**config.mk**
```make
export PLATFORM = sky130hd
export DESIGN_NAME = branch_predict_ctrl
export DESIGN_NICKNAME = d
export VERILOG_FILES = /design/src/rtl/branch_predict_ctrl.sv
export SDC_FILE = /design/constraint.sdc
export NUM_CORES = 1
export LEC_CHECK = 0
export CAP_MARGIN = 5
export CORE_UTILIZATION = 40
export CTS_BUF_LIST = sky130_fd_sc_hd__clkbuf_16
export CTS_CLUSTER_DIAMETER = 120
export DETAILED_ROUTE_END_ITERATION = 8
export PLACE_DENSITY = 0.83
export SLEW_MARGIN = 30
export SYNTH_ARGS = -nofsm -noshare
export SYNTH_HDL_FRONTEND = slang
export SYNTH_SLANG_ARGS = --single-unit
```
**constraint.sdc**
```tcl
create_clock -name clk -period 5.9 [get_ports clk]
set_input_delay 1.18 -clock clk [delete_from_list [all_inputs] [get_ports clk]]
set_output_delay 1.18 -clock clk [all_outputs]
set_load 0.005 [all_outputs]
```
**src/rtl/branch_predict_ctrl.sv**
```systemverilog
// branch_predict_ctrl: bimodal branch predictor and redirect/flush sequencer for the rv32i pipeline.
//   Optional statistics counters are enabled by defining the macro BP_STATS_EN.
//   Ports:
//     clk, reset                - clock, synchronous active-high reset
//     if_pc / pred_taken        - IF-stage PC and its combinational taken prediction
//     ex_valid, ex_branch, ex_jump, ex_pc, ex_pred_taken, ex_taken, ex_target, ex_pc_four
//                               - EX-stage branch resolution inputs
//     redirect_valid, redirect_pc, flush_if_id, flush_id_ex
//                               - registered one-cycle redirect and flush pulse
//     stat_branches, stat_mispredicts - resolved/mispredicted branch counts (0 without BP_STATS_EN)
module branch_predict_ctrl #(
   parameter int PC_W  = 9,
   parameter int IDX_W = 4
) (
   input  logic            clk,
   input  logic            reset,
   input  logic [PC_W-1:0] if_pc,
   output logic            pred_taken,
   input  logic            ex_valid,
   input  logic            ex_branch,
   input  logic            ex_jump,
   input  logic [PC_W-1:0] ex_pc,
   input  logic            ex_pred_taken,
   input  logic            ex_taken,
   input  logic [31:0]     ex_target,
   input  logic [31:0]     ex_pc_four,
   output logic            redirect_valid,
   output logic [31:0]     redirect_pc,
   output logic            flush_if_id,
   output logic            flush_id_ex,
   output logic [31:0]     stat_branches,
   output logic [31:0]     stat_mispredicts
);
   typedef enum logic {RUN, SHADOW} state_t;

   state_t           state;
   logic [1:0]       bht [2**IDX_W];
   logic [IDX_W-1:0] ridx, widx;
   logic             res, is_br, br_mis, mis;
   logic             unused;

   assign ridx   = if_pc[IDX_W+1:2];
   assign widx   = ex_pc[IDX_W+1:2];
   assign pred_taken = bht[ridx][1];
   // In SHADOW the EX instruction is wrong-path and must have no effect.
   assign res    = ex_valid && state == RUN;
   // A branch+jump combination behaves purely as a jump.
   assign is_br  = res && ex_branch && !ex_jump;
   assign br_mis = is_br && ex_taken != ex_pred_taken;
   // IF always treats jumps as not-taken, so every jump redirects.
   assign mis    = res && ((ex_branch && ex_taken != ex_pred_taken) || ex_jump);
   assign unused = ^{if_pc[PC_W-1:IDX_W+2], if_pc[1:0], ex_pc[PC_W-1:IDX_W+2], ex_pc[1:0]};

   always_ff @(posedge clk) begin
      if (reset) begin
         for (int i = 0; i < 2**IDX_W; i++) bht[i] <= 2'b01;
         state          <= RUN;
         redirect_valid <= 1'b0;
         flush_if_id    <= 1'b0;
         flush_id_ex    <= 1'b0;
         redirect_pc    <= 32'b0;
      end else begin
         if (is_br)
            bht[widx] <= ex_taken ? (bht[widx] == 2'b11 ? 2'b11 : bht[widx] + 2'b01)
                                  : (bht[widx] == 2'b00 ? 2'b00 : bht[widx] - 2'b01);
         state          <= mis ? SHADOW : RUN;
         redirect_valid <= mis;
         flush_if_id    <= mis;
         flush_id_ex    <= mis;
         if (mis) redirect_pc <= (ex_taken || ex_jump) ? ex_target : ex_pc_four;
      end
   end

`ifdef BP_STATS_EN
   always_ff @(posedge clk) begin
      if (reset) begin
         stat_branches    <= 32'b0;
         stat_mispredicts <= 32'b0;
      end else begin
         if (is_br && stat_branches != 32'hFFFF_FFFF) stat_branches <= stat_branches + 32'd1;
         if (br_mis && stat_mispredicts != 32'hFFFF_FFFF) stat_mispredicts <= stat_mispredicts + 32'd1;
      end
   end
`else
   logic unused_br_mis;
   assign unused_br_mis    = br_mis;
   assign stat_branches    = 32'b0;
   assign stat_mispredicts = 32'b0;
`endif
endmodule

```
* Word-level counts from Yosys, hierarchy flattened
Memory sizes are Yosys's and may differ from the RTL's.
Index checks and enable logic that the tools add are counted.
** Cells by class
- Equal/unequal tests :: 2
- Bitwise operators :: 1
- Reductions and logical operators :: 10
- $add $sub $neg :: 2
- Mux-type cells :: 13
** Operators with widths (number)
- 32-bit 2-to-1 mux :: 1
- 2-bit 2-to-1 mux :: 4
- 1-bit 2-to-1 mux :: 7
- 1-bit logical AND :: 5
- 4-bit 2-to-1 mux :: 1
- 2-bit by 1-bit adder with 2-bit output (second input constant) :: 1
- 2-bit equality test (second input constant) :: 1
- 2-bit zero test :: 1
- 1-bit logical OR :: 2
- 2-bit OR reduction :: 1
- 2-bit by 1-bit subtractor with 2-bit output (second input constant) :: 1
- 1-bit zero test :: 1
- 1-bit inequality test :: 1
- 1-bit inverter :: 1
** Word-level totals
- Memory bits (writable) :: 32
- Output and inout bits :: 100
- Memories kept :: 1
- Bits of input ports :: 89
- Flip-flop bits (word level) :: 34
** Memories
- bht :: depth 16, width 2, rd ports 2, clocked after Yosys merged registers in 0, wr ports 16, RTL line 37 : logic [1:0] bht [2**IDX_W];

* Depth between registers and ports, before layout
- Word-level depth :: 9
- Gate-level depth with buffers :: 7
- Depth with buffers taken out :: 5

* Worst setup path before layout
OpenSTA, ideal clock, no wires.
- Kind :: input port to output port
- Start :: input port if_pc[2]
- End :: output port pred_taken
- Required time :: 4.720 ns
- Path slack :: 2.604 ns
- Data arrival time :: 2.116 ns
- Path buffers :: 0
- Cell stages on the path :: 2
- Cell sequence :: mux4_2 > mux4_2
** On the way
- Longest elaborated chain between the ends :: 1
** Ends and longest elaborated chain
- from (decl) :: RTL line 17 : input logic [PC_W-1:0] if_pc,
- memory read 16 x 2 bit
- to (decl) :: RTL line 18 : output logic pred_taken,
No other way between the ends.

* Worst setup path after layout
Ends and elaborated chain as after synthesis.

==> metrics.sh <==
STATUS='finished clean'
DESIGN.PORTCOUNT=189
CRITICALPATHCATEGORY='in2out'
SLEW_VIOLATIONS=0
CRITICAL_PATH.TOP_DELAY_FAMILY='buffers and inverters'
YS.FLOP_TYPE='dfxtp_1'
SYNTH.TOP_CELLS.BY_AREA='edfxtp_1 (25%), dfxtp_1 (17%), buf_4 (13%)'
GRT_USAGE=0.182
DRT_DRC_VIOLATIONS_LEFT=0
FINALWIRELENGTH_UM=8870
PLACER_CONGESTION_ESTIMATE=0.756
REQUIRED_NS=4.72
FINAL_LAYOUT_SIZE_SUFFIX_GT1_FRAC=0.0996
LARGEST_NET_DEGREE_AT_THE_START_OF_GLOBAL_ROUTING=51
TOTAL_POWER_mW=1.35
GRT_ANTENNA_BEFORE_REPAIR=0
SLOWEST_CELL_DELAY_ON_CRITICAL_PATH_NS=0.65
SYNTH_TOP_AREA_CELL='edfxtp_1'
WORSTSKEWPAIRLATENCY_NS=0.32
FLOORPLAN.DIE.WIDTH_UM=99.4
WORST_SLEW_PIN_SLEW_NS=0.800
DESIGN.FINAL.NETS=586
CORE.ROWCOUNT=35
COUNT_OF_SYNTHESIS_STAGE_WARNINGS_FROM_YOSYS=0
DESIGN_AREA_SQ_UM=5090
FINALCLOCKSKEW_NS=0.00501
CRITPATHLAUNCHTYPE='primary input'
AVERAGE_INSTANCE_AREA_AFTER_SYNTHESIS_SQ_UM=9.48
FINAL-SETUP-VIOL-COUNT=0
TIMING.HOLD.WORST.CLASS='reg2reg'
TOTAL_LEAKAGE_POWER_nW=1.79
CAP_VIOL_MAX_COUNT=0
IR_WORST_VDD_mV=0.155
POST_SYNTH_FA_HA_MAJ_AREA_FRACTION=0.00726
PLACE.DETAILED.INSTANCES=597
POST_SYNTH_INSTANCE_AREA_SQ_UM=3790
NUM_VIAS=3119
PLACED_AREA_SQ_UM=4740
TIMING.FINAL.CRIT_PERIOD_NS=4.50
CTS_TREE='built'
GRT_PASS1_WL_UM=13900
PROPORTION_OF_SYNTHESIZED_AREA_IN_MUX_CELLS=0.0792
FINAL_MIN_PERIOD_OVER_CLOCK_PERIOD=0.763
CLOCK_TREE.BUFFER_DEPTH=2
FIRSTDRTPASSITERS=4
YS_TOP_CELLS_BY_COUNT='buf_4 (66), nand2_1 (50), nor2_1 (41)'
GRT_REMAINING_OVERFLOW=0
PORTBUFFERS=114
TNS_NS=0
SYNTH_TOP_AREA_SHARE=0.253
SEQ_AREA_FRAC_SYNTH=0.428
DESIGN.DIE.AREA_SQ_UM=9870
CTS_MAX_LEVEL=3
NUMBER_OF_SETUP_BUFFERS_ADDED_AFTER_CTS=0
CTS-BUFFERS-INSERTED=9
DOMINANT_COMBINATIONAL_CELL_FAMILY_BY_AREA_AFTER_SYNTHESIS='simple AND/OR/NAND/NOR gates'
FINAL_STD_CELLS_W_O_FILL=613
SETUP.WORST_PATH.END_CLASS='primary output'
MAXCLOCKFREQUENCY_MHz=222
CP_BUFS_INVS=2
POST_SYNTH_NUM_CELL_TYPES=31
SYNTH_AREA_IN_COMPOUND_GATES=0.119
SYNTHSIMPLEGATEAREAFRAC=0.194
SHARE_OF_THE_SYNTHESIZED_NETLIST_AREA_TAKEN_BY_XOR_AND_XNOR_GATES=0.00231
CORE-AREA_SQ_UM=9200
CRITICAL_PATH.MAX_FANOUT=4
RSZ0062_AT_GRT='false'
CLKTRANSATPATHREGS_NS=0.05
DETAIL_ROUTE.VIAS_PER_CELL=5.09
SYN_TO_FINAL_GROWTH_PCT=34.2
START_UTIL=0.412
CRITICAL_PATH.CELL_CHAIN='clkdlybuf4s50_1 > mux4_2 > mux4_2 > clkdlybuf4s50_1'
ANTENNA-DIODE-COUNT=0
SYNTHESIS.INSTANCES=400
DIE_H_UM=99.4
ASYNCSETRESETFLOPFRACSYNTH=0
FIN_WORST_HOLD_SLACK_NS=0.494
CTSRESIZECOUNT=0
YOSYSMOSTFREQUENTCELL='buf_4'
ARRIVAL_WORST_ENDPOINT_NS=3.32
SYNTH.FF_LATCH_COUNT=65
GRT_PASS1_VIAS=2955
CRITICAL_PATH.SLOWEST_CELL='clkdlybuf4s50_1'
CTS_NUM_SINKS=65
PWR_DENSITY_CELL_nW_PER_UM2=264
PLACE.DETAILED.HPWL_UM=6160
CTS_HOLD_REPAIR.BUFFERS=0
DRT-INITIAL-DRC-COUNT=112
TIMING.FINAL.HOLD_VIOLATIONS=0
SLEW_HEADROOM=0.465
ANT_NETS=0
CLOCK_TREE.ROOT_CELL='clkbuf_16'
AVGROUTEDWIREPERCELL_UM=14.5
SYNTH-EDFF-COUNT=32
[final cells by class]
cell class | instances | area [sq um]
inverters | 1 | 3.75
fillers | 788 | 4110
flip-flops and latches | 65 | 1620
clock inverters | 7 | 119
repair buffers | 119 | 1200
multi-input cells | 301 | 1780
well taps | 111 | 139
clock buffers | 9 | 225
[through the flow]
stage           util  worst slack (ns)
6_report       0.553              1.40
5_1_grt        0.553              1.36
4_1_cts        0.553              1.40
3_5_place_dp   0.516              1.40
3_3_place_gp   0.512              1.43
2_1_floorplan      -              2.60
[cell usage in the layout, fill, tap and decap left out, types with 2 or more instances in the layout]
cell type / instances
bufinv_16: 3
nor2b_1: 5
clkinv_4: 2
nor3_1: 5
nand3_1: 15
dfxtp_1: 33
a311oi_1: 32
nand2b_1: 17
nor2_4: 2
nor2_1: 39
or2_2: 4
mux4_2: 11
and3b_1: 2
conb_1: 64
buf_4: 4
clkdlybuf4s50_1: 114
edfxtp_1: 32
clkbuf_16: 9
mux4_1: 2
maj3_4: 2
o21ai_0: 32
nor2_2: 10
nand2_1: 50
[kinds of logic (layout without fill, tap and decap cells)]
| group | count (synthesis) | in the layout |
|---|---|---|
| XOR/XNOR | 1 | 1 |
| adder cells (fa/ha/maj) | 2 | 2 |
| other | 1 | 64 |
| AO/OA/AOI/OAI | 66 | 66 |
| buffers and inverters | 97 | 136 |
| flip-flops | 65 | 65 |
| multiplexers | 13 | 13 |
| AND/OR/NAND/NOR | 155 | 155 |
[worst reg2reg max path: cells and delay by family (launching register included)]
kind          cells  cell delay (ns)
simple gates      5             1.94
flops             1             0.34
[per-layer routing]
| layer | part of all wire | GRT usage |
|---|---|---|
| met1 | 0.41 | 0.206 |
| met2 | 0.52 | 0.324 |
| met3 | 0.066 | 0.0443 |
| met4 | 0.010 | 0.0803 |
| met5 | 0 | 0 |
[report_power, final]
group | switching (mW) | total, mW | internal (mW)
registers | 0.0123 | 0.509 | 0.497
logic | 0.103 | 0.225 | 0.122
clock network | 0.199 | 0.611 | 0.412
[sequential cells by signal, summed over array words and instances (netlist names)]
signal	flops
state	1
bht	32
redirect_pc	32
[path summary, 6_finish.rpt]
check                                     from        endpoint  depth (start not counted)  slack [ns]
worst min register to register  redirect_pc[5]  redirect_pc[5]                          2        0.49
worst min-delay path            redirect_pc[5]  redirect_pc[5]                          2        0.49
worst max-delay path                  if_pc[2]      pred_taken                          4        1.40
worst max register to register           state       bht[6][0]                          5        3.33
(Power assumes the default switching activity.)
